<file path="config.mk">
export PLATFORM = sky130hd
export DESIGN_NAME = fifo_stack_ctrl_flat
export DESIGN_NICKNAME = d
export VERILOG_FILES = /design/src/rtl/fifo_stack_ctrl_pkg.sv /design/src/rtl/fifo_stack_ctrl_if.sv /design/src/rtl/fifo_stack_ctrl_wr_arbiter.sv /design/src/rtl/fifo_stack_ctrl.sv /design/src/flat_wrapper.sv
export SDC_FILE = /design/constraint.sdc
export NUM_CORES = 1
export LEC_CHECK = 0
export ABC_AREA = 1
export BUFFER_PORTS_ARGS = -buffer_cell sky130_fd_sc_hd__buf_2
export CORE_ASPECT_RATIO = 1.5
export CORE_UTILIZATION = 42
export DETAILED_ROUTE_END_ITERATION = 12
export PLACE_DENSITY = 0.75
export SYNTH_ARGS = -nofsm -noshare
export SYNTH_HDL_FRONTEND = slang
export SYNTH_SLANG_ARGS = --single-unit
</file>
<file path="constraint.sdc">
create_clock -name clk -period 1.8 [get_ports clk]
set_input_delay 0.18 -clock clk [delete_from_list [all_inputs] [get_ports clk]]
set_output_delay 0.18 -clock clk [all_outputs]
set_load 0.01 [all_outputs]
</file>
<file path="src/rtl/fifo_stack_ctrl_pkg.sv">
// Shared types and defaults for the fifo_stack write-arbiter / UART drain controller.
// Imported by the top, the arbiter and the testbench.
package fifo_stack_ctrl_pkg;

    localparam int unsigned DefStackSize  = 15;
    localparam int unsigned DefStackWidth = 8;
    localparam int unsigned DefAckTimeout = 16;

    typedef enum logic [1:0] {
        StIdle     = 2'd0,
        StSend     = 2'd1,
        StWaitAck  = 2'd2,
        StWaitDone = 2'd3
    } drain_state_e;

    // Width able to hold 0..depth inclusive.
    function automatic int unsigned cnt_width(input int unsigned depth);
        return $clog2(depth + 1);
    endfunction

endpackage

</file>
<file path="src/rtl/fifo_stack_ctrl_if.sv">
// Handshake bundle between the controller, the two byte sources, the stack and the UART.
// master: the surrounding system (sources, stack, UART); slave: the controller.
interface fifo_stack_ctrl_if #(
    parameter int unsigned Width = 8
) ();

    logic             A_valid;
    logic [Width-1:0] A_data;
    logic             A_ack;
    logic             B_valid;
    logic [Width-1:0] B_data;
    logic             B_ack;

    logic [Width-1:0] FIFO_I_DATA;
    logic             FIFO_save;
    logic             FIFO_pop;
    logic             FIFO_reset;
    logic [Width-1:0] FIFO_O_DATA;

    logic [Width-1:0] TX_data;
    logic             TX_start;
    logic             TX_busy;

    modport master (
        output A_valid, A_data, B_valid, B_data, FIFO_O_DATA, TX_busy,
        input  A_ack, B_ack, FIFO_I_DATA, FIFO_save, FIFO_pop, FIFO_reset, TX_data, TX_start
    );

    modport slave (
        input  A_valid, A_data, B_valid, B_data, FIFO_O_DATA, TX_busy,
        output A_ack, B_ack, FIFO_I_DATA, FIFO_save, FIFO_pop, FIFO_reset, TX_data, TX_start
    );

endinterface

</file>
<file path="src/rtl/fifo_stack_ctrl_wr_arbiter.sv">
// Two-way round-robin arbiter for the stack write port: same-cycle ack and data mux.
// The pointer only flips when both sources compete and one of them is granted.
module fifo_stack_ctrl_wr_arbiter #(
    parameter int unsigned Width = 8
) (
    input  logic             clk_i,
    input  logic             rst_i,
    input  logic             en_i,
    input  logic             a_valid_i,
    input  logic [Width-1:0] a_data_i,
    input  logic             b_valid_i,
    input  logic [Width-1:0] b_data_i,
    output logic             a_ack_o,
    output logic             b_ack_o,
    output logic             save_o,
    output logic [Width-1:0] wr_data_o
);

    // 0: A wins the next tie, 1: B wins the next tie.
    logic rr_q, rr_d;

    always_comb begin
        a_ack_o = 1'b0;
        b_ack_o = 1'b0;
        rr_d    = rr_q;
        if (en_i) begin
            if (a_valid_i && b_valid_i) begin
                if (rr_q) begin
                    b_ack_o = 1'b1;
                end else begin
                    a_ack_o = 1'b1;
                end
                rr_d = ~rr_q;
            end else if (a_valid_i) begin
                a_ack_o = 1'b1;
            end else if (b_valid_i) begin
                b_ack_o = 1'b1;
            end
        end
    end

    assign save_o    = a_ack_o | b_ack_o;
    assign wr_data_o = b_ack_o ? b_data_i : a_data_i;

    always_ff @(posedge clk_i) begin
        if (rst_i) begin
            rr_q <= 1'b0;
        end else begin
            rr_q <= rr_d;
        end
    end

endmodule

</file>
<file path="src/rtl/fifo_stack_ctrl.sv">
// Front-end sequencer for fifo_stack: arbitrates two byte sources onto the stack write port,
// tracks occupancy and drains the stack into a UART one byte per frame with an ack timeout.
module fifo_stack_ctrl
    import fifo_stack_ctrl_pkg::*;
#(
    parameter int unsigned StackSize  = DefStackSize,
    parameter int unsigned StackWidth = DefStackWidth,
    parameter int unsigned AckTimeout = DefAckTimeout,
    localparam int unsigned CntW      = cnt_width(StackSize)
) (
    input  logic                clk,
    input  logic                rst,
    input  logic                flush,
    fifo_stack_ctrl_if.slave    bus,
    output logic [CntW-1:0]     count,
    output logic                err_timeout
);

    localparam int unsigned TimerW = $clog2(AckTimeout + 1);

    drain_state_e            state_q, state_d;
    logic [CntW-1:0]         count_q, count_d;
    logic [TimerW-1:0]       timer_q, timer_d;
    logic                    err_q, err_d;
    logic [StackWidth-1:0]   tx_data_q, tx_data_d;
    logic                    tx_start_q, tx_start_d;
    logic                    fifo_reset_q, fifo_reset_d;
    logic                    rst_hold_q;

    logic                    wr_en;
    logic                    a_ack, b_ack, save, pop;
    logic [StackWidth-1:0]   wr_data;

    // No writes while full, flushing or in reset.
    assign wr_en = (count_q < CntW'(StackSize)) && !flush && !rst;

    fifo_stack_ctrl_wr_arbiter #(
        .Width (StackWidth)
    ) u_wr_arbiter (
        .clk_i     (clk),
        .rst_i     (rst),
        .en_i      (wr_en),
        .a_valid_i (bus.A_valid),
        .a_data_i  (bus.A_data),
        .b_valid_i (bus.B_valid),
        .b_data_i  (bus.B_data),
        .a_ack_o   (a_ack),
        .b_ack_o   (b_ack),
        .save_o    (save),
        .wr_data_o (wr_data)
    );

    // TX_start and FIFO_pop share one flop: both pulse for the single SEND cycle.
    assign pop = tx_start_q;

    always_comb begin
        count_d = count_q;
        if (flush) begin
            count_d = '0;
        end else if (save && !pop) begin
            count_d = count_q + 1'b1;
        end else if (pop && !save) begin
            count_d = count_q - 1'b1;
        end
    end

    always_comb begin
        state_d    = state_q;
        timer_d    = timer_q;
        err_d      = err_q;
        tx_data_d  = tx_data_q;
        tx_start_d = 1'b0;
        unique case (state_q)
            StIdle: begin
                // Head byte is latched on the way into SEND so TX_data is valid with TX_start.
                if ((count_q != '0) && !bus.TX_busy && !flush) begin
                    state_d    = StSend;
                    tx_start_d = 1'b1;
                    tx_data_d  = bus.FIFO_O_DATA;
                end
            end
            StSend: begin
                timer_d = '0;
                state_d = StWaitAck;
            end
            StWaitAck: begin
                if (bus.TX_busy) begin
                    state_d = StWaitDone;
                end else if (timer_q == TimerW'(AckTimeout - 1)) begin
                    err_d   = 1'b1;
                    state_d = StIdle;
                end else begin
                    timer_d = timer_q + 1'b1;
                end
            end
            StWaitDone: begin
                if (!bus.TX_busy) begin
                    state_d = StIdle;
                end
            end
            default: state_d = StIdle;
        endcase
    end

    // Stack reset is held one extra cycle after rst drops, and pulses after a flush.
    assign fifo_reset_d = flush | rst_hold_q;

    always_ff @(posedge clk) begin
        if (rst) begin
            state_q      <= StIdle;
            count_q      <= '0;
            timer_q      <= '0;
            err_q        <= 1'b0;
            tx_data_q    <= '0;
            tx_start_q   <= 1'b0;
            fifo_reset_q <= 1'b1;
            rst_hold_q   <= 1'b1;
        end else begin
            state_q      <= state_d;
            count_q      <= count_d;
            timer_q      <= timer_d;
            err_q        <= err_d;
            tx_data_q    <= tx_data_d;
            tx_start_q   <= tx_start_d;
            fifo_reset_q <= fifo_reset_d;
            rst_hold_q   <= 1'b0;
        end
    end

    assign bus.A_ack       = a_ack;
    assign bus.B_ack       = b_ack;
    assign bus.FIFO_save   = save;
    assign bus.FIFO_I_DATA = wr_data;
    assign bus.FIFO_pop    = pop;
    assign bus.FIFO_reset  = fifo_reset_q;
    assign bus.TX_data     = tx_data_q;
    assign bus.TX_start    = tx_start_q;
    assign count           = count_q;
    assign err_timeout     = err_q;

    a_occ_bound: assert property (@(posedge clk) disable iff (rst)
        count_q <= CntW'(StackSize));
    a_ack_excl: assert property (@(posedge clk) disable iff (rst)
        !(a_ack && b_ack));
    a_pop_nonempty: assert property (@(posedge clk) disable iff (rst)
        pop |-> (count_q != '0));

endmodule

</file>
<file path="src/flat_wrapper.sv">
// flat-port wrapper written by rule: the top's interface ports become plain ports
module fifo_stack_ctrl_flat import fifo_stack_ctrl_pkg::*;
#(
    parameter int unsigned StackSize  = DefStackSize,
    parameter int unsigned StackWidth = DefStackWidth,
    parameter int unsigned AckTimeout = DefAckTimeout,
    localparam int unsigned CntW      = cnt_width(StackSize)
)
  (clk, rst, flush, count, err_timeout, bus_A_valid, bus_A_data, bus_B_valid, bus_B_data, bus_FIFO_O_DATA, bus_TX_busy, bus_A_ack, bus_B_ack, bus_FIFO_I_DATA, bus_FIFO_save, bus_FIFO_pop, bus_FIFO_reset, bus_TX_data, bus_TX_start);
  fifo_stack_ctrl_if #(.Width(8)) bus_i ();
  input  logic clk;
  input  logic rst;
  input  logic flush;
  output logic [CntW-1:0] count;
  output logic err_timeout;
  input wire logic [$bits(bus_i.A_valid)-1:0] bus_A_valid;
  input wire logic [$bits(bus_i.A_data)-1:0] bus_A_data;
  input wire logic [$bits(bus_i.B_valid)-1:0] bus_B_valid;
  input wire logic [$bits(bus_i.B_data)-1:0] bus_B_data;
  input wire logic [$bits(bus_i.FIFO_O_DATA)-1:0] bus_FIFO_O_DATA;
  input wire logic [$bits(bus_i.TX_busy)-1:0] bus_TX_busy;
  output wire logic [$bits(bus_i.A_ack)-1:0] bus_A_ack;
  output wire logic [$bits(bus_i.B_ack)-1:0] bus_B_ack;
  output wire logic [$bits(bus_i.FIFO_I_DATA)-1:0] bus_FIFO_I_DATA;
  output wire logic [$bits(bus_i.FIFO_save)-1:0] bus_FIFO_save;
  output wire logic [$bits(bus_i.FIFO_pop)-1:0] bus_FIFO_pop;
  output wire logic [$bits(bus_i.FIFO_reset)-1:0] bus_FIFO_reset;
  output wire logic [$bits(bus_i.TX_data)-1:0] bus_TX_data;
  output wire logic [$bits(bus_i.TX_start)-1:0] bus_TX_start;
  assign bus_i.A_valid = bus_A_valid;
  assign bus_i.A_data = bus_A_data;
  assign bus_i.B_valid = bus_B_valid;
  assign bus_i.B_data = bus_B_data;
  assign bus_i.FIFO_O_DATA = bus_FIFO_O_DATA;
  assign bus_i.TX_busy = bus_TX_busy;
  assign bus_A_ack = bus_i.A_ack;
  assign bus_B_ack = bus_i.B_ack;
  assign bus_FIFO_I_DATA = bus_i.FIFO_I_DATA;
  assign bus_FIFO_save = bus_i.FIFO_save;
  assign bus_FIFO_pop = bus_i.FIFO_pop;
  assign bus_FIFO_reset = bus_i.FIFO_reset;
  assign bus_TX_data = bus_i.TX_data;
  assign bus_TX_start = bus_i.TX_start;
  fifo_stack_ctrl #(.StackSize(StackSize), .StackWidth(StackWidth), .AckTimeout(AckTimeout)) u_core (.clk(clk), .rst(rst), .flush(flush), .bus(bus_i), .count(count), .err_timeout(err_timeout));
endmodule
</file>
==> run_results.csv <==
group,metric,value,unit
cells_and_area,layout-drive-gt1-share,0.4137,
worst_setup_path,critical_path.startpoint_type,"flop",
place,port_buffers,56,
cells_and_area,number_of_inserted_filler_cells_in_the_final_layout,315,
pwr,finalPower,1.394,mW
synth,synth_cell_type_count,30,
place,gp_congestion,0.7693,
floorplan,initial_core_util,0.4447,
sta,post-route-period-util,0.9351,
synth,syn-cell-area,0.001309,mm²
cts,clk_transition_reported_paths,0.08,ns
synth,ys_warns,0,
sta,report.final.setup_viol,0,
synth,synthTopCellsByCount,"nand2_1 (47), inv_1 (25), dfxtp_1 (24), nor2_1 (15), a21oi_1 (14)",
synth,netlist.top_cell.by_area,"dfxtp_1",
pwr,pwr_per_cell_area,776.8,mW/mm²
routing,via_per_inst,4.642,
cts,max-clock-path-buffers,2,
cts,cts_buffers,3,
worst_setup_path,arrival_time_of_the_worst_setup_path,1.84,ns
worst_setup_path,path_max_fanout,3,
synth,synth-edff-count,0,
sta,finalSetupTns,0,ns
sta,tightest_pin_transition,0.3447,ns
cells_and_area,nets,286,
place,dpl.hpwl,2234,µm
routing,tritonroute_pass_1_iters,4,
sta,layout_min_cycle_time,1.683,ns
sta,final.setup.worst_slack,0.1167,ns
worst_setup_path,worst-r2r-setup-slack,0.12,ns
floorplan,core.rowCount,24,
floorplan,design.core.area,0.002943,mm²
routing,postRouteAntennaNets,0,
pwr,p_sw,456.0,µW
job,cap_viol_max_count,0,
routing,routed_wirelength,2878,µm
cells_and_area,antenna-diode-count,0,
sta,final-max-slew-violation-count,0,
worst_setup_path,worst_path_required_time,1.96,ns
grt,grt_overflow,0,
grt,grt_first_pass_wirelength,4443,µm
sta,relSlewSlack,0.7700,
worst_setup_path,setup.worst_path.end_class,"flop",
synth,synthesis.nets,220,
floorplan,floorplan.die.width,47.58,µm
pwr,seq_power_share,0.439,
sta,rsz0062_at_grt,"no",
sta,max_clock_freq,594.1,MHz
pwr,switching_share,0.3271,
run_status,outcome,"completed",
synth,largest_cells_by_area_after_synthesis,"dfxtp_1 (37%), nand2_1 (13%), inv_1 (7.2%)",
cells_and_area,synthToLayoutAreaGrowth,37.09,%
synth,synth-seq-cells,24,
synth,yosysTopAreaCellShare,0.3671,
cells_and_area,fin_cells,288,
synth,synthCells,184,
floorplan,number_of_top_level_pins,57,
cts,cts_root_buffer,"clkbuf_8",
grt,vias_in_the_first_global_route,1176,
synth,synth_ff_type,"dfxtp_1",
floorplan,area_of_the_die,0.003348,mm²
synth,syn-mean-instance-area,7.113,µm²
worst_setup_path,timing.setup.critical_path_class,"reg -> reg",
grt,grt_util_all_layers,0.1765,
pwr,power_report.internal_total,937.8,µW
routing,detail_route.iter0.violations,25,
grt,antenna_found_initial,0,
place,pre_cts_ws,-0.01458,ns
pwr,static-leakage-power,0.9084,nW
pwr,clockPowerShare,0.252,
place,placed_cells,283,
routing,detail_route.drc_violations,0,
synth,synthArstFlopShare,0,
sta,fin_skew,0.001773,ns
pwr,ir_drop,710.2,µV
grt,grt_max_degree,18,
synth,seq_area_frac_synth,0.3671,
routing,routedWlPerCell,9.993,µm
cts,ctsHtreeMaxLevel,1,
sta,finalHoldViolCount,0,
synth,yosys.cell_count.top_type,"nand2_1",
floorplan,die_y,70.37,µm
cts,tritoncts,"yes",
cts,clock_insertion_delay_worst_skew,0.26,ns
worst_hold_path,worst_hold_path_type,"in -> reg",
cts,cts_hold_buf,0,
routing,dr_total_vias,1337,
cts,clkSinkCount,24,
pwr,power_frac_comb,0.309,
[cell usage in the layout (no fill, tap or decap), types with 3 or more instances in the layout]
cell and instances:
nand2_2 6, o21ai_0 11, nand3_1 4, inv_1 24, clkbuf_8 4, dfxtp_2 4, buf_4 8, inv_2 4
buf_2 56, nor2_2 4, a21oi_1 12, dfxtp_1 20, nor2_1 15, ha_4 3, a21oi_2 6, nand2_1 46
[worst max-delay path: stages, from the launching register on]
cell and delay (ns):
dfxtp_2 0.32, nand4_1 0.11, nand2_2 0.08, a21oi_4 0.14, ha_4 0.15, inv_2 0.06, fa_1 0.37, xor2_1 0.15
o21ai_1 0.13, inv_1 0.05
[metal layers]
| layer | global-route usage | share of wire | wire, µm | up-vias |
|---|---|---|---|---|
| li1 | - | - | - | 707 |
| met4 | 0.06481 | 0.011 | 31 | 0 |
| met2 | 0.3242 | 0.51 | 1464 | 51 |
| met1 | 0.1899 | 0.41 | 1178 | 575 |
| met5 | 0 | 0 | 0 | - |
| met3 | 0.02067 | 0.071 | 204 | 4 |
[kinds of logic (layout without fill, tap and decap cells)]
family,count (synthesis),after routing,share of synthesized area
adder cells (fa/ha/maj),6,6,0.06310
buffers and inverters,32,97,0.1033
AO/OA/AOI/OAI,35,35,0.1539
flip-flops,24,24,0.3671
XOR/XNOR,3,3,0.02008
AND/OR/NAND/NOR,84,84,0.2925
[metrics by stage]
stage,util,area (µm²),hold WS (ns)
2_1_floorplan,-,1350,0.2077
3_3_place_gp,0.5804,1708,0.3952
3_5_place_dp,0.5804,1708,0.4186
4_1_cts,0.5991,1763,0.1745
5_1_grt,0.6097,1794,0.1793
6_report,0.6097,1794,0.1750
[registers in the layout (all words and copies together) (netlist names)]
register	cells
u_core.timer_q	5
u_core.bus.FIFO_reset	1
u_core.bus.TX_data	8
u_core.rst_hold_q	1
u_core.count	4
u_core.err_timeout	1
u_core.state_q	2
u_core.bus.FIFO_pop	1
u_core.u_wr_arbiter.rr_q	1
[area by class of cell]
type,instances,area (µm²),area share
flip-flops and latches,24,485.5,0.2706
well taps,39,48.80,0.02720
multi-input cells,128,753.2,0.4198
repair buffers,64,340.3,0.1897
clock buffers,4,55.05,0.03068
inverters,29,111.4,0.06206
[final timing paths]
| check | to | cells after the start | startpoint |
|---|---|---|---|
| worst min register to register | u_core.bus.FIFO_reset$_SDFF_PP1_ | 1 | u_core.rst_hold_q$_DFF_P_ |
| worst min-delay path | u_core.bus.TX_data[7]$_SDFFE_PP0P_ | 3 | bus_FIFO_O_DATA[7] |
| worst max-delay path | u_core.count[2]$_SDFFE_PP0P_ | 9 | u_core.count[0]$_SDFFE_PP0P_ |
| worst max register to register | u_core.count[2]$_SDFFE_PP0P_ | 9 | u_core.count[0]$_SDFFE_PP0P_ |
[repair_timing]
item / 4_1_cts / 5_1_grt
gates resized for setup: 1 / 5
setup buffers: 0 / 1
setup endpoints to repair: 1 / 2
pin swaps: 0 / 4
[power by group through the flow]
stage                     clock (mW)  combinational [mW]  sequential (mW)
after floorplan                    0               0.285            0.631
after global placement             0               0.409            0.622
after detailed placement           0               0.417            0.622
after CTS                      0.360               0.424            0.612
after global routing           0.388               0.488            0.617
final                          0.352               0.430            0.612
No activity file was read; power rests on OpenSTA's default activity.
